### config.mk
export PLATFORM = sky130hd
export DESIGN_NAME = slot_round_controller
export DESIGN_NICKNAME = d
export VERILOG_FILES = /design/src/rtl/slot_round_controller.sv
export SDC_FILE = /design/constraint.sdc
export NUM_CORES = 1
export LEC_CHECK = 0
export CAP_MARGIN = 20
export CORE_ASPECT_RATIO = 1.2
export CORE_MARGIN = 4
export CORE_UTILIZATION = 57
export DETAILED_ROUTE_END_ITERATION = 8
export GPL_ROUTABILITY_DRIVEN = 0
export HOLD_SLACK_MARGIN = 0.03
export PLACE_DENSITY_LB_ADDON = 0.25
export SLEW_MARGIN = 20
export SYNTH_ARGS = -nofsm -noshare
export SYNTH_HDL_FRONTEND = slang
export SYNTH_SLANG_ARGS = --single-unit
### constraint.sdc
create_clock -name clock_i -period 3.2 [get_ports clock_i]
set_clock_uncertainty 0.1 [all_clocks]
set_input_delay 0.64 -clock clock_i [delete_from_list [all_inputs] [get_ports clock_i]]
set_output_delay 0.64 -clock clock_i [all_outputs]
set_load 0.02 [all_outputs]
### src/rtl/slot_round_controller.sv
// slot_round_controller: one slot-machine round (debit, spin, evaluate, pay).
// Owns the player score and the progressive jackpot pool. Every output is
// either a register or decoded from the state register.
module slot_round_controller #(
  parameter int SCORE_W      = 17,
  parameter int SINGLE_COST  = 10,
  parameter int MAX_COST     = 50,
  parameter int WIN_SINGLE   = 200,
  parameter int WIN_MAX      = 1000,
  parameter int START_SCORE  = 1000,
  parameter int JACKPOT_SEED = 5000,
  parameter int SPIN_TIMEOUT = 1023
) (
  input  logic               clock_i,
  input  logic               reset_i,
  input  logic               play_req_i,
  input  logic               bet_max_i,
  output logic               spin_start_o,
  input  logic               spin_done_i,
  input  logic [11:0]        spin_value_i,
  output logic               busy_o,
  output logic               reject_o,
  output logic               result_valid_o,
  output logic [1:0]         result_type_o,
  output logic [SCORE_W-1:0] payout_o,
  output logic [SCORE_W-1:0] score_o,
  output logic [SCORE_W-1:0] jackpot_o
);

  localparam logic [2:0] S_IDLE   = 3'd0;
  localparam logic [2:0] S_DEBIT  = 3'd1;
  localparam logic [2:0] S_SPIN   = 3'd2;
  localparam logic [2:0] S_EVAL   = 3'd3;
  localparam logic [2:0] S_PAYOUT = 3'd4;

  localparam logic [1:0] R_LOSS  = 2'b00;
  localparam logic [1:0] R_WIN   = 2'b01;
  localparam logic [1:0] R_ABORT = 2'b10;
  localparam logic [1:0] R_JACK  = 2'b11;

  localparam int CNT_W = $clog2(SPIN_TIMEOUT + 1);

  localparam logic [SCORE_W-1:0] C_SINGLE = SCORE_W'(SINGLE_COST);
  localparam logic [SCORE_W-1:0] C_MAX    = SCORE_W'(MAX_COST);
  localparam logic [SCORE_W-1:0] W_SINGLE = SCORE_W'(WIN_SINGLE);
  localparam logic [SCORE_W-1:0] W_MAX    = SCORE_W'(WIN_MAX);
  localparam logic [SCORE_W-1:0] V_START  = SCORE_W'(START_SCORE);
  localparam logic [SCORE_W-1:0] V_SEED   = SCORE_W'(JACKPOT_SEED);
  localparam logic [CNT_W-1:0]   CNT_LAST = CNT_W'(SPIN_TIMEOUT - 1);

  logic [2:0]         state_q, state_d;
  logic [SCORE_W-1:0] score_q, score_d;
  logic [SCORE_W-1:0] jackpot_q, jackpot_d;
  logic [SCORE_W-1:0] payout_q, payout_d;
  logic [1:0]         rtype_q, rtype_d;
  logic               bet_max_q, bet_max_d;
  logic [CNT_W-1:0]   cnt_q, cnt_d;
  logic [11:0]        spin_q, spin_d;
  logic               spin_start_q, spin_start_d;
  logic               reject_q, reject_d;
  logic               rvalid_q, rvalid_d;

  logic [SCORE_W-1:0] req_cost, cost;
  logic [3:0]         d2, d1, d0;
  logic               triple, jack_hit;

  // Add two unsigned values, clamping at all-ones instead of wrapping.
  function automatic logic [SCORE_W-1:0] sat_add(input logic [SCORE_W-1:0] a,
                                                 input logic [SCORE_W-1:0] b);
    logic [SCORE_W:0] s;
    s = {1'b0, a} + {1'b0, b};
    return s[SCORE_W] ? {SCORE_W{1'b1}} : s[SCORE_W-1:0];
  endfunction

  // Subtract, clamping at zero instead of wrapping.
  function automatic logic [SCORE_W-1:0] sub_floor(input logic [SCORE_W-1:0] a,
                                                   input logic [SCORE_W-1:0] b);
    return (a < b) ? '0 : (a - b);
  endfunction

  assign req_cost = bet_max_i ? C_MAX : C_SINGLE;
  assign cost     = bet_max_q ? C_MAX : C_SINGLE;
  assign d2       = spin_q[11:8];
  assign d1       = spin_q[7:4];
  assign d0       = spin_q[3:0];
  // Non-BCD digits take part in the triple test like any other value.
  assign triple   = (d2 == d1) && (d1 == d0);
  assign jack_hit = triple && (d0 == 4'h7) && bet_max_q;

  // Next-state and datapath for the round sequencer.
  always_comb begin
    state_d      = state_q;
    score_d      = score_q;
    jackpot_d    = jackpot_q;
    payout_d     = payout_q;
    rtype_d      = rtype_q;
    bet_max_d    = bet_max_q;
    cnt_d        = cnt_q;
    spin_d       = spin_q;
    spin_start_d = 1'b0;
    reject_d     = 1'b0;
    rvalid_d     = 1'b0;
    case (state_q)
      S_IDLE: begin
        if (play_req_i) begin
          if (score_q < req_cost) begin
            reject_d = 1'b1;
          end else begin
            bet_max_d = bet_max_i;
            state_d   = S_DEBIT;
          end
        end
      end
      S_DEBIT: begin
        score_d      = score_q - cost;
        jackpot_d    = sat_add(jackpot_q, cost);
        cnt_d        = '0;
        spin_start_d = 1'b1;
        state_d      = S_SPIN;
      end
      S_SPIN: begin
        if (spin_done_i) begin
          spin_d  = spin_value_i;
          state_d = S_EVAL;
        end else if (cnt_q == CNT_LAST) begin
          // Reel block never answered: undo the debit and report an abort.
          score_d   = sat_add(score_q, cost);
          jackpot_d = sub_floor(jackpot_q, cost);
          rtype_d   = R_ABORT;
          payout_d  = '0;
          rvalid_d  = 1'b1;
          state_d   = S_IDLE;
        end else begin
          cnt_d = cnt_q + 1'b1;
        end
      end
      S_EVAL: begin
        if (jack_hit) begin
          rtype_d  = R_JACK;
          payout_d = jackpot_q;
        end else if (triple) begin
          rtype_d  = R_WIN;
          payout_d = bet_max_q ? W_MAX : W_SINGLE;
        end else begin
          rtype_d  = R_LOSS;
          payout_d = '0;
        end
        rvalid_d = 1'b1;
        state_d  = S_PAYOUT;
      end
      S_PAYOUT: begin
        score_d = sat_add(score_q, payout_q);
        if (rtype_q == R_JACK) jackpot_d = V_SEED;
        state_d = S_IDLE;
      end
      default: state_d = S_IDLE;
    endcase
  end

  // State and datapath registers; reset discards any round in flight.
  always_ff @(posedge clock_i) begin
    if (reset_i) begin
      state_q      <= S_IDLE;
      score_q      <= V_START;
      jackpot_q    <= V_SEED;
      payout_q     <= '0;
      rtype_q      <= R_LOSS;
      bet_max_q    <= 1'b0;
      cnt_q        <= '0;
      spin_q       <= '0;
      spin_start_q <= 1'b0;
      reject_q     <= 1'b0;
      rvalid_q     <= 1'b0;
    end else begin
      state_q      <= state_d;
      score_q      <= score_d;
      jackpot_q    <= jackpot_d;
      payout_q     <= payout_d;
      rtype_q      <= rtype_d;
      bet_max_q    <= bet_max_d;
      cnt_q        <= cnt_d;
      spin_q       <= spin_d;
      spin_start_q <= spin_start_d;
      reject_q     <= reject_d;
      rvalid_q     <= rvalid_d;
    end
  end

  assign busy_o         = (state_q != S_IDLE);
  assign spin_start_o   = spin_start_q;
  assign reject_o       = reject_q;
  assign result_valid_o = rvalid_q;
  assign result_type_o  = rtype_q;
  assign payout_o       = payout_q;
  assign score_o        = score_q;
  assign jackpot_o      = jackpot_q;

endmodule

# After elaboration in Yosys (flattened, before gate mapping)
# Index checks and enable logic that the tools add are counted.
[classes] addsub=6 mul=0 div=0 order_cmp=2 n_eq_ne=16 shift=0 muxes=37 bitwise=3 n_reduce_logical=16
[op_table] cell="two-way mux 17 bit" n=12
[op_table] cell="one-hot mux 17 bit (3 select lines)" n=2
[op_table] cell="two-way mux 10 bit" n=4
[op_table] cell="adder 17 x 6 -> 18 bit" n=2
[op_table] cell="less-than comparator 17 x 6 -> 1 bit" n=2
[op_table] cell="one-hot mux 17 bit (2 select lines)" n=1
[op_table] cell="subtractor 17 x 6 -> 17 bit" n=2
[op_table] cell="one-hot mux 10 bit (2 select lines)" n=1
[op_table] cell="adder 17 x 17 -> 18 bit" n=1
[op_table] cell="AND reduction 3 bit" n=5
[op_table] cell="two-way mux 3 bit" n=4
[op_table] cell="two-way mux 6 bit" n=2
[op_table] cell="!= test 2 bit (second input constant)" n=6
[op_table] cell="one-hot mux 3 bit (4 select lines)" n=1
[op_table] cell="adder 10 x 1 -> 10 bit (second input constant)" n=1
[op_table] cell="== test 10 bit (second input constant)" n=1
[op_table] cell="== test 4 bit" n=2
[op_table] cell="== test 3 x 2 -> 1 bit (second input constant)" n=2
[op_table] cell="two-way mux 2 bit" n=3
[op_table] cell="nonzero test 3 bit" n=2
[op_table] cell="two-way mux 1 bit" n=5
[op_table] cell="== test 4 x 3 -> 1 bit (second input constant)" n=1
[op_table] cell="one-hot mux 2 bit (2 select lines)" n=1
[op_table] cell="AND reduction 4 bit" n=1
[op_table] cell="other kinds (11)" n=16
[totals] register_bits=82 latchBits=0 mem_bits_rw=0 rom_bits=0 out_inout_bits=57 word_cells=91 memories=0

# Logic depth before layout (Yosys ltp)
[logic_depth] ltp_word=6 depth_mapped=10 mapped_depth_nobuf=9

# Worst setup path after synthesis
# No wires, ideal clock.
[synth_path] path_kind="reg2reg" start="register payout_q[0] (netlist: payout_o[0])" end="register score_q[14] (netlist: score_o[14])" setup_time_ns=0.087 t_arrival_ns=2.424 required_ns=3.013 setup_slack_ns=0.589 stages_incl_launch_ff=10 path_buffers=0 synth_period_minus_slack_ns=2.611 path_cell_list="dfxtp_1 -> ha_1 -> fa_1 -> a211o_1 -> a211o_1 -> a41oi_1 -> o21ai_0 -> xor2_1 -> nor2_1 -> o31ai_1"
[synth_between] elab_chain_cells=3
[synth_lines] item="start, declared" line_no="54" source="logic [SCORE_W-1:0] payout_q, payout_d;"
[synth_lines] item="start signal, assigned" line_no="178" source="payout_q <= payout_d;"
[synth_lines] item="adder 17 x 17 -> 18 bit" line_no="71" source="s = {1'b0, a} + {1'b0, b};"
[synth_lines] item="two-way mux 17 bit" line_no="72" source="return s[SCORE_W] ? {SCORE_W{1'b1}} : s[SCORE_W-1:0];"
[synth_lines] item="one-hot mux 17 bit (3 select lines)" line_no="103" source="case (state_q)"
[synth_lines] item="end signal, assigned" line_no="176" source="score_q <= score_d;"
[synth_lines] item="end, declared" line_no="52" source="logic [SCORE_W-1:0] score_q, score_d;"
# Every way passes these cells.
# A chain may end at the register's enable or synchronous reset.

# Final worst setup path
# Same ends and word-level chain as after synthesis.

==> impl_metrics.ini <==
[outcome]
status = complete, no violations

[yosys]
async_flop_share_pct = 0
yosysSeqAreaShare_pct = 27.4
ys.flop_type = dfxtp_1
synth_commonest_cells = dfxtp_1, nor2_1, nand2_1
yosysMostFrequentCell = dfxtp_1
ys_seq_elements = 82
synth_area_per_cell_um2 = 7.66
synth_edf_count = 0
yosys-top-cells-area = dfxtp_1, ha_1, a21oi_1
yosys_warnings = 0
synthCells = 782
yosys.area.top_type = dfxtp_1
syn_area_um2 = 5990
synth_top_area_share_pct = 27.4
syn_nets = 838
ys_types = 79

[floorplanning]
die_h_um = 120
die_width_um = 102
die_area_um2 = 12200
row_count = 40
initial_utilization_pct = 58.9
io_pins = 74
core-area_um2 = 10200

[clocking]
cts-resized-gates = 0
clk_pin_slew_ns = 0.06
cts_made_buffers = 9
clockBufferDepth = 2
cts_tree = done
cts_sinks = 82
h-tree-depth = 3
post_cts_buffers = 0
cts_hold_buf = 0
cts-root-buf = clkbuf_16
clk_latency_ns = 0.34

[pwr]
p_per_area_nw_per_um2 = 477
vdd_drop_max_mv = 0.251
p_leak_nw = 2.79
combinationalPowerShare_pct = 31.9
p_sw_share_pct = 34.3
switchingPower_w = 0.00118
p_int_w = 0.00227
pwr-share-seq_pct = 33.6
clkPwrFrac_pct = 34.4

[setup_path]
critPathRequiredTime_ns = 3.35
path_class = flip-flop to flip-flop
worstRegToRegCells = 9
path_max_fanout = 3
cp-end-kind = flip-flop
rrSetupSlack_ns = 0.14
critPathArrivalTime_ns = 3.21
r2r_start = payout_o[0]
start_kind = flip-flop
r2r_end = score_o[14]

[sta]
relSlewSlack_pct = 50.1
worstMarginPinSlew_ns = 0.744
fmax_mhz = 327
finalSetupViolCount = 0
period_minus_slack_ns = 3.06
hold_viol = 0
rsz0062_at_grt = no
period_share_pct = 95.6
maxSlewViolCount = 0
fin_setup_tns_ns = 0

[placed_design]
dp_hpwl_mm = 14.4
place_area_um2 = 6890
io_buffers = 73

[min_path]
worstHoldPathCells = 2
min_path_type = flip-flop to flip-flop
holdPathEnd = spin_q[11]
hold_start = spin_q[11]

[routing]
dr.first_iter.drc_count = 512
routedWlPerCell_um = 20.2
viasPerCell = 6.78
ant_nets = 0
vias = 6646
firstDrtPassIters = 6
drc = 0
wirelength_mm = 19.8

[final_layout]
final_area_um2 = 7220
nNetsFinal = 906
areaGrowthSynthToFinish_pct = 20.6
final_util_pct = 71.1
diodes = 0
drive_above_1_share_pct = 7.73

[global_route]
grt_pass1_wl_mm = 31.0
antenna_found_initial = 0
grt_use_total_pct = 31.8
grt_pass1_vias = 6180
grt_max_degree = 35
overflow = 0

[flow_run]
maxCapViolCount = 0
==> critical path, cell delays in order, from the launching register on <==
cell and delay [ns]:
dfxtp_1 0.32, ha_1 0.23, fa_1 0.45, a211o_1 0.36, a211o_1 0.32, a41oi_1 0.48, o21ai_0 0.19, xor2_1 0.18
nor2_1 0.06, o31ai_1 0.27
==> area by class of cell <==
cell class,instances,area [µm²]
Clock buffer,10,229
Clock inverter,5,104
Fill cell,807,2940
Inverter,20,75.1
Multi-Input combinational cell,632,4050
Sequential cell,82,1640
Tap cell,126,158
Timing Repair Buffer,105,966
==> metrics by stage <==
step	cells	hold slack, ns	worst slack [ns]	total power (W)
after detailed placement	965	0.363	0.227	0.00224
after CTS	980	0.371	0.168	0.00342
after global placement	965	0.354	0.281	0.00222
final	980	0.370	0.142	0.00345
after global routing	980	0.395	0.0618	0.00358
after floorplan	782	0.344	0.589	0.00189
==> power by group through the flow <==
stage	clock [W]	combinational, W	sequential (W)
global route	0.00123	0.00118	0.00117
CTS	0.00119	0.00107	0.00116
finish	0.00119	0.00110	0.00116
floorplan	0	0.000680	0.00121
detailed placement	0	0.00106	0.00118
global placement	0	0.00104	0.00117
==> sequential cells by signal, summed over array words and instances, names as in the netlist <==
register,cells
bet_max_q,1
result_valid_o,1
payout_o,17
spin_start_o,1
spin_q,12
result_type_o,2
jackpot_o,17
cnt_q,10
score_o,17
reject_o,1
state_q,3
==> cell families after synthesis <==
family	Yosys count	share of synthesized area, %
mux	4	0.669
compound gates	266	29.8
buf+inv	68	4.93
simple gates	289	23.9
xor+xnor	34	4.97
flops	82	27.4
fa+ha+maj	39	8.28
==> cell usage in the layout (no fill, tap or decap), types with 14 or more instances in the layout <==
cell type / instances
xnor2_1: 14
ha_1: 38
dfxtp_1: 82
nor2_1: 77
a21oi_1: 68
inv_1: 20
nand2_1: 71
nand3_1: 31
o21ai_0: 51
xor2_1: 20
a22oi_1: 14
nor3_1: 33
buf_4: 32
a31oi_1: 17
clkdlybuf4s50_1: 72
==> worst max-delay path by stage <==
stage                  end  cells after the start        start  slack (ns)
6_report       score_o[14]                      9  payout_o[0]        0.14
5_1_grt        score_o[14]                      9  payout_o[0]        0.06
4_1_cts         score_o[2]                      7   score_o[8]        0.17
3_5_place_dp    score_o[2]                      7   score_o[8]        0.23
3_3_place_gp   score_o[14]                      9  payout_o[0]        0.28
2_1_floorplan  score_o[14]                      9  payout_o[0]        0.59
==> per-layer routing <==
layer  part of all wire [%]  track usage [%]  vias to the layer above  wire length (µm)
met4                    4.9             18.0                        0               978
li1                       -                -                     3046                 -
met3                    9.8             4.96                       92              1940
met5                      0                0                        -                 0
met1                     37             38.2                     3091              7220
met2                     49             53.2                      417              9630
Power figures use the tool's default switching activity.
